==> config.mk <==
export PLATFORM = sky130hd
export DESIGN_NAME = water_level_ctrl
export DESIGN_NICKNAME = d
export VERILOG_FILES = /design/src/rtl/water_level_ctrl.sv
export SDC_FILE = /design/constraint.sdc
export NUM_CORES = 1
export LEC_CHECK = 0
export CAP_MARGIN = 20
export CORE_MARGIN = 3
export CORE_UTILIZATION = 52
export DETAILED_ROUTE_END_ITERATION = 8
export PLACE_DENSITY = 0.82
export SLEW_MARGIN = 20
export SYNTH_ARGS = -nofsm -noshare
export SYNTH_HDL_FRONTEND = slang
export SYNTH_SLANG_ARGS = --single-unit
==> constraint.sdc <==
create_clock -name clk_2 -period 5.4 [get_ports clk_2]
set_clock_uncertainty 0.1 [all_clocks]
set_input_delay 1.62 -clock clk_2 [delete_from_list [all_inputs] [get_ports clk_2]]
set_output_delay 1.62 -clock clk_2 [all_outputs]
set_load 0.01 [all_outputs]
==> src/rtl/water_level_ctrl.sv <==
// -----------------------------------------------------------------------------
// water_level_ctrl
//   Water-tank controller. NSENS thermometer-coded level probes are
//   synchronised, debounced and checked for a legal code. The accepted level
//   drives an IDLE/FILL/DRAIN/FAULT state machine with fill hysteresis.
//   The level (or 'E' on a fault) is shown on a 7-segment display.
//
// Ports
//   clk_2        in   1        system clock
//   reset_n      in   1        asynchronous active-low reset
//   sensor       in   NSENS    raw probes, asynchronous, 1 = wet, bit 0 lowest
//   manual_drain in   1        level-sensitive drain request
//   level        out  LW       accepted level (number of wet probes)
//   state        out  2        IDLE=0, FILL=1, DRAIN=2, FAULT=3
//   pump         out  1        fill pump enable (FILL only)
//   drain_valve  out  1        drain valve enable (DRAIN only)
//   alarm        out  1        blinking fault indicator
//   SEG          out  8        bit 7 = dp (mirrors pump), bits 6..0 = gfedcba
// -----------------------------------------------------------------------------
module water_level_ctrl #(
   parameter int NSENS      = 4,
   parameter int STABLE_CYC = 4,
   parameter int LOW_TH     = 1,
   parameter int HIGH_TH    = 3,
   parameter int BLINK_CYC  = 2
) (
   input  logic                         clk_2,
   input  logic                         reset_n,
   input  logic [NSENS-1:0]             sensor,
   input  logic                         manual_drain,
   output logic [$clog2(NSENS+1)-1:0]   level,
   output logic [1:0]                   state,
   output logic                         pump,
   output logic                         drain_valve,
   output logic                         alarm,
   output logic [7:0]                   SEG
);

   localparam int LW = $clog2(NSENS + 1);
   localparam int CW = $clog2(STABLE_CYC + 1);
   localparam int BW = $clog2(BLINK_CYC + 1);

   typedef enum logic [1:0] {
      ST_IDLE  = 2'd0,
      ST_FILL  = 2'd1,
      ST_DRAIN = 2'd2,
      ST_FAULT = 2'd3
   } state_t;

   // A code is a legal thermometer value when it is 0..01..1: adding one
   // to such a code clears every set bit.
   function automatic logic thermo_ok(input logic [NSENS-1:0] code);
      logic [NSENS-1:0] inc;
      inc = code + NSENS'(1);
      return ((code & inc) == '0);
   endfunction

   function automatic logic [LW-1:0] ones_count(input logic [NSENS-1:0] code);
      logic [LW-1:0] n;
      n = '0;
      for (int i = 0; i < NSENS; i++) begin
         n = n + LW'(code[i]);
      end
      return n;
   endfunction

   function automatic logic [6:0] digit_seg(input logic [LW-1:0] lvl);
      logic [2:0] l3;
      logic [6:0] seg;
      l3 = 3'(lvl);
      case (l3)
         3'd0:    seg = 7'h3F;
         3'd1:    seg = 7'h06;
         3'd2:    seg = 7'h5B;
         3'd3:    seg = 7'h4F;
         3'd4:    seg = 7'h66;
         3'd5:    seg = 7'h6D;
         3'd6:    seg = 7'h7D;
         3'd7:    seg = 7'h07;
         default: seg = 7'h79;
      endcase
      return seg;
   endfunction

   // synchroniser and debounce state
   logic [NSENS-1:0] sync1_r;
   logic [NSENS-1:0] sync2_r;
   logic [NSENS-1:0] cand_r;
   logic [CW-1:0]    cnt_r;
   logic [NSENS-1:0] filt_r;
   logic [LW-1:0]    level_r;
   logic             code_valid_r;

   logic             match_s;
   int               run_len_s;
   logic [CW-1:0]    cnt_next_s;
   logic [NSENS-1:0] filt_next_s;
   logic             code_valid_next_s;
   logic [LW-1:0]    level_next_s;

   // FSM and registered outputs
   state_t           state_r;
   state_t           state_next_s;
   logic             pump_r;
   logic             valve_r;
   logic             alarm_r;
   logic [BW-1:0]    blink_r;
   logic [7:0]       seg_r;

   logic             alarm_next_s;
   logic [BW-1:0]    blink_next_s;
   logic [7:0]       seg_next_s;

   // Debounce: cnt_r counts repeats of the candidate after the sample that
   // loaded it, so the current run length is cnt_r+2 on a match and 1 on a
   // change. A value is accepted exactly when its run reaches STABLE_CYC.
   always_comb begin
      match_s = (sync2_r == cand_r);
      if (match_s) begin
         run_len_s = int'(cnt_r) + 32'sd2;
         if (cnt_r < CW'(STABLE_CYC)) begin
            cnt_next_s = cnt_r + CW'(1);
         end else begin
            cnt_next_s = cnt_r;
         end
      end else begin
         run_len_s  = 32'sd1;
         cnt_next_s = '0;
      end

      if (run_len_s == STABLE_CYC) begin
         filt_next_s = sync2_r;
      end else begin
         filt_next_s = filt_r;
      end

      code_valid_next_s = thermo_ok(filt_next_s);
      if (code_valid_next_s) begin
         level_next_s = ones_count(filt_next_s);
      end else begin
         level_next_s = level_r;
      end
   end

   // Synchroniser, candidate tracking and filtered value.
   always_ff @(posedge clk_2 or negedge reset_n) begin
      if (!reset_n) begin
         sync1_r <= '0;
         sync2_r <= '0;
         cand_r  <= '0;
         cnt_r   <= '0;
         filt_r  <= '0;
      end else begin
         sync1_r <= sensor;
         sync2_r <= sync1_r;
         cand_r  <= sync2_r;
         cnt_r   <= cnt_next_s;
         filt_r  <= filt_next_s;
      end
   end

   // Level and code validity follow the filtered value on the same edge;
   // the level holds while the code is illegal.
   always_ff @(posedge clk_2 or negedge reset_n) begin
      if (!reset_n) begin
         level_r      <= '0;
         code_valid_r <= 1'b1;
      end else begin
         level_r      <= level_next_s;
         code_valid_r <= code_valid_next_s;
      end
   end

   // Next-state logic; an illegal code overrides everything.
   always_comb begin
      state_next_s = state_r;
      if (!code_valid_r) begin
         state_next_s = ST_FAULT;
      end else begin
         case (state_r)
            ST_FAULT: state_next_s = ST_IDLE;
            ST_IDLE: begin
               if (manual_drain && (level_r != '0)) begin
                  state_next_s = ST_DRAIN;
               end else if (level_r <= LW'(LOW_TH)) begin
                  state_next_s = ST_FILL;
               end else begin
                  state_next_s = ST_IDLE;
               end
            end
            ST_FILL: begin
               if (manual_drain) begin
                  state_next_s = ST_DRAIN;
               end else if (level_r >= LW'(HIGH_TH)) begin
                  state_next_s = ST_IDLE;
               end else begin
                  state_next_s = ST_FILL;
               end
            end
            ST_DRAIN: begin
               if (!manual_drain || (level_r == '0)) begin
                  state_next_s = ST_IDLE;
               end else begin
                  state_next_s = ST_DRAIN;
               end
            end
            default: state_next_s = ST_FAULT;
         endcase
      end
   end

   // Alarm blink and display pattern, both computed from the values the
   // state and level registers take on this edge.
   always_comb begin
      alarm_next_s = 1'b0;
      blink_next_s = '0;
      if (state_next_s != ST_FAULT) begin
         alarm_next_s = 1'b0;
         blink_next_s = '0;
      end else if (state_r != ST_FAULT) begin
         alarm_next_s = 1'b1;
         blink_next_s = '0;
      end else if (blink_r == BW'(BLINK_CYC - 1)) begin
         alarm_next_s = ~alarm_r;
         blink_next_s = '0;
      end else begin
         alarm_next_s = alarm_r;
         blink_next_s = blink_r + BW'(1);
      end

      if (state_next_s == ST_FAULT) begin
         seg_next_s = 8'h79;
      end else begin
         seg_next_s = {(state_next_s == ST_FILL), digit_seg(level_next_s)};
      end
   end

   // State register and Moore output registers.
   always_ff @(posedge clk_2 or negedge reset_n) begin
      if (!reset_n) begin
         state_r <= ST_IDLE;
         pump_r  <= 1'b0;
         valve_r <= 1'b0;
         alarm_r <= 1'b0;
         blink_r <= '0;
         seg_r   <= 8'h3F;
      end else begin
         state_r <= state_next_s;
         pump_r  <= (state_next_s == ST_FILL);
         valve_r <= (state_next_s == ST_DRAIN);
         alarm_r <= alarm_next_s;
         blink_r <= blink_next_s;
         seg_r   <= seg_next_s;
      end
   end

   assign level       = level_r;
   assign state       = state_r;
   assign pump        = pump_r;
   assign drain_valve = valve_r;
   assign alarm       = alarm_r;
   assign SEG         = seg_r;

endmodule

* After elaboration in Yosys (flattened, before gate mapping)
Memory sizes are Yosys's and may differ from the RTL's.
Cells that the tools add are included.
** Storage, ports and cells
- Bits of input ports :: 7
- Memories :: 1
- Word-level logic and storage cells :: 65
- Memory bits (read-only) :: 56
- Output and inout port bits :: 16
- Register bits after elaboration :: 38
** Memories
- (no name shown) :: words 8, width 7, read ports 1, clocked after Yosys merged registers in 0, wr ports 0, line 71 : case (l3)
** Operators by class
- $add $sub $neg :: 7
- Muxes and demuxes :: 19
- $lt $le $gt $ge :: 3
- Bitwise gates (word level) :: 2
- Eq/ne operators :: 12
- Reduce and logical (&&, ||, !) cells :: 8
** Operators with widths (number)
- 32-bit by 4-bit equality test with 1-bit output (second input constant) :: 1
- 2-bit 2-to-1 mux :: 7
- 3-bit 2-to-1 mux :: 3
- 2-bit equality test (second input constant) :: 4
- 4-bit 2-to-1 mux :: 2
- 8-bit 2-to-1 mux :: 1
- 2-bit one-hot mux with 4 select lines :: 1
- 2-bit by 1-bit equality test with 1-bit output (second input constant) :: 3
- 3-bit nonzero test :: 2
- 1-bit 2-to-1 mux :: 5
- 3-bit by 2-bit adder with 4-bit output (second input constant) :: 1
- 4-bit by 1-bit adder with 4-bit output (second input constant) :: 1
- 4-bit bitwise AND :: 1
- 4-bit equality test :: 1
- 4-bit zero test :: 1
- 2-bit != test (second input constant) :: 2
- 2-bit by 1-bit adder with 3-bit output :: 1
- 3-bit by 1-bit adder with 3-bit output :: 1
- 3-bit by 1-bit adder with 3-bit output (second input constant) :: 1
- 3-bit by 2-bit greater-or-equal comparator with 1-bit output (second input constant) :: 1
- 3-bit by 1-bit less-or-equal comparator with 1-bit output (second input constant) :: 1
- 3-bit zero test :: 1
- 3-bit less-than comparator (second input constant) :: 1
- 1-bit by 1-bit adder with 2-bit output :: 1
- 7 further kinds :: 7

* Longest topological paths before layout
An unclocked memory read counts as a cell.
- Depth in word-level cells :: 10
- Gate-level depth with buffers :: 16
- Gate-level depth less buffers :: 15

* Least setup slack after synthesis
No wires, ideal clock.
- Kind :: register to register
- From :: register cnt_r[2]
- To :: register seg_r[3], in the netlist SEG[3]
- Period minus slack after synthesis :: 3440 ps
- Setup time :: 82 ps
- Stages on the path, launching flop included :: 13
- Path buffers :: 1
- Data required time :: 5218 ps
- Arrival time :: 3258 ps
- Path slack :: 1960 ps
- Cell sequence :: dfrtp_1 ha_1 and4bb_2 nand2b_4 buf_6 mux2_2 fa_1 ha_1 ha_1 mux2i_1 ha_1 nand2b_1 mux2_4
** Between the ends
- Cells in the longest elaborated chain, start to end :: 10
- Elaborated cells on any way between the ends :: 13
- Classes of those cells :: add/sub (5); eq/ne (1); mux (4); bitwise (1); reduce/logical (1); memory (1)
** Ends and longest elaborated chain
- from (decl) :: line 89 : logic [CW-1:0] cnt_r;
- from (signal assigned) :: line 157 : cnt_r <= cnt_next_s;
- 3-bit by 2-bit adder with 4-bit output (*) :: line 120 : run_len_s = int'(cnt_r) + 32'sd2;
- 4-bit 2-to-1 mux (*) :: line 119 : if (match_s) begin
- 32-bit by 4-bit equality test with 1-bit output (*) :: line 131 : if (run_len_s == STABLE_CYC) begin
- 4-bit 2-to-1 mux (*) :: line 131
- via filt_next_s[1] :: line 97 : logic [NSENS-1:0] filt_next_s;
- 1-bit by 1-bit adder with 2-bit output or 4-bit by 1-bit adder with 4-bit output (tied branches) :: line 62, 54
- 2-bit by 1-bit adder with 3-bit output or 4-bit bitwise AND (tied branches) :: line 62, 55
- 3-bit by 1-bit adder with 3-bit output or 4-bit zero test (tied branches) :: line 62, 55
- 3-bit 2-to-1 mux (*) :: line 138 : if (code_valid_next_s) begin
- memory 8 x 7 bit (*)
- 8-bit 2-to-1 mux (*) :: line 231 : if (state_next_s == ST_FAULT) begin
- via seg_next_s[3] :: line 112 : logic [7:0] seg_next_s;
- to (signal assigned) :: line 253 : seg_r <= seg_next_s;
- to (decl) :: line 108 : logic [7:0] seg_r;
The timed path passes the listed nets; every way through them passes the cells marked *.
A chain may end at the register's enable or synchronous reset.

* Final worst setup path
Ends and elaborated chain as after synthesis.

==> metrics.cfg <==
[floorplan]
initial_core_util_pct=55.82
die-area_sq_um=3734
rows=19
io_pins=23
chipHeight_um=61.11
core-area_sq_um=2829
die_x_um=61.11

[setup_path]
arrival_ns=3.81
cp-start-kind=flop
crit_slowest_cell=fa_1
path_cells=ha_1 -> and4bb_2 -> nand2b_4 -> mux2i_1 -> inv_1 -> fa_1 -> ha_1 -> ha_1 -> mux2i_1 -> ha_1 -> nand2b_1 -> mux2_4
crit_buf_inv=1
crit_top_cell=ha_1
endpoint_kind=flop
cpPeakStageDelay_ns=0.49
worstSetupPathType=reg -> reg
cp.required_ns=5.58
path_delay_family=adder cells
cp_max_fo=5

[clock_network]
hold_buffers=0
cts.sinks=37
path_clk_slew_ns=0.11
worstSkewPairLatency_ns=0.34
cts_resized=0
cts_tree=built
cts-root-buf=clkbuf_4
cts-htree-levels=2
post-cts-setup-buffer-count=0
cts_buffers=5
clk_path_buf_depth=2

[synth]
syn_nets=137
ys.flop_type=dfrtp_1
yosysSeqAreaShare_pct=59.19
async_flop_share_pct=100.0
synth_cells=117
ys_warn_count=0
synth_edf_count=0
syn_area_per_cell_sq_um=13.50
ys_ff_latch=37
syn_area_sq_um=1579
synth.distinct_cells=33

[global_route]
grt_use_met2_pct=25.23
grtUsageMet3_pct=4.822
grt_start_max_net_pins=38
gr-usage-met1_pct=21.05
grt_pass1_wl_mm=4.402
top_usage_layer=met2
grt-ovfl-total=0
antenna_found_initial=0
globalRouteTotalUtil_pct=16.50
grt_pass1_vias=972

[detailed_routing]
routed_wl_mm=2.459
vias=919
antenna_left=0
first_iter_violations=12
route.detailed.drc=0
viasPerCell=5.222
drt_pass1_iterations=4
post_drt_wl_per_cell_um=13.97

[sta]
rsz0062_at_grt=false
post-route-period-util_pct=67.18
setup_viol=0
hold_ws_ns=0.2608
relSlewSlack_pct=68.45
finalHoldViolCount=0
fmax_ghz=0.2757
finalSetupTns_ns=0
fin_crit_ns=3.628
final_max_slew_viol_count=0
tightest_slew_ns=0.4602

[layout]
layout_commonest_cell=dfrtp_1
diodes=0
syn_to_final_growth_pct=19.57
fin_area_sq_um=1888
drive_gt1_share_pct=20.00
nets=164
mostFrequentLayoutCells=dfrtp_1, clkdlybuf4s50_1, ha_1
layoutNonFillerInstCount=176

[placement]
gp_congestion=0.8102
dp_hpwl_mm=1.835
dp.cells=168
portBuffers=22
place_area_sq_um=1823

[status]
outcome=completed

[min_path]
hold_path.class=reg -> reg

[power]
leakagePower_nw=0.9293
pwr_density_cell_nw_per_um2=266.7
finalPower_mw=0.5036
peakVddDrop_mv=0.2491

[job]
drv_cap=0

## stage by stage
stage,util (%),setup WS (ns)
floorplan,-,1.960
global placement,64.44,1.927
detailed placement,64.44,1.771
CTS,66.74,1.751
global route,66.74,1.492
finish,66.74,1.772
## path summary, 6_finish.rpt
path,start,to,slack [ns],cells after the start
max,cnt_r[2]$_DFFE_PN0P_,SEG[3]$_DFF_PN1_,1.77,12
min,sync1_r[1]$_DFF_PN0_,sync2_r[1]$_DFF_PN0_,0.26,0
max reg2reg,cnt_r[2]$_DFFE_PN0P_,SEG[3]$_DFF_PN1_,1.77,12
min reg2reg,sync1_r[1]$_DFF_PN0_,sync2_r[1]$_DFF_PN0_,0.26,0
max in group asynchronous,reset_n,SEG[2]$_DFF_PN1_,3.28,2
min in group asynchronous,reset_n,sync1_r[1]$_DFF_PN0_,1.58,2
## per-layer routing
layer  vias to the layer above  wire, um
li1                        450         -
met1                       448      1107
met2                        13      1203
met3                         8        81
met4                         0        67
met5                         -         0
## cells in the mapped netlist, types with 2 or more instances
| cell type | number | area share [%] |
|---|---|---|
| a221oi_1 | 2 | 1.1 |
| nand2_1 | 8 | 1.9 |
| o21ai_0 | 3 | 0.95 |
| nor3_1 | 3 | 0.95 |
| ha_1 | 12 | 9.5 |
| nand2b_1 | 2 | 0.79 |
| inv_1 | 5 | 1.2 |
| mux2_4 | 2 | 1.9 |
| a21oi_1 | 3 | 0.95 |
| mux2_2 | 5 | 3.6 |
| nand3_1 | 2 | 0.63 |
| dfstp_2 | 7 | 12 |
| xnor2_1 | 5 | 2.8 |
| nor2_1 | 6 | 1.4 |
| mux2i_1 | 4 | 2.5 |
| dfrtp_1 | 30 | 48 |
| o211ai_1 | 2 | 0.95 |
## power by group
group / switching (mW) / internal, mW / total, mW
Combinational: 0.0232 / 0.0299 / 0.0531
Clock: 0.0882 / 0.0634 / 0.152
Sequential: 0.00924 / 0.290 / 0.299
## area by class of cell
class | count | area (sq um)
Tap cell | 31 | 38.79
Fill cell | 201 | 940.9
Inverter | 6 | 22.52
Timing Repair Buffer | 23 | 227.7
Clock inverter | 2 | 13.76
Multi-Input combinational cell | 71 | 599.3
Clock buffer | 6 | 51.30
Sequential cell | 37 | 934.6
## cell families (layout without fill, tap and decap cells)
family | count (synthesis) | in the layout | synth area share [%]
flip-flops | 37 | 37 | 59.19
buffers and inverters | 9 | 37 | 2.852
multiplexers | 12 | 12 | 9.429
adder cells (fa/ha/maj) | 13 | 13 | 10.78
XOR/XNOR | 6 | 6 | 3.328
AND/OR/NAND/NOR | 28 | 28 | 9.430
AO/OA/AOI/OAI | 12 | 12 | 4.992
## state kept, by name, summed over array words and instances (netlist names), 2 cells and up
name	flops
SEG	7
cand_r	4
filt_r	4
sync1_r	4
sync2_r	4
cnt_r	3
level	3
blink_r	2
state	2
Power figures use the tool's default switching activity.
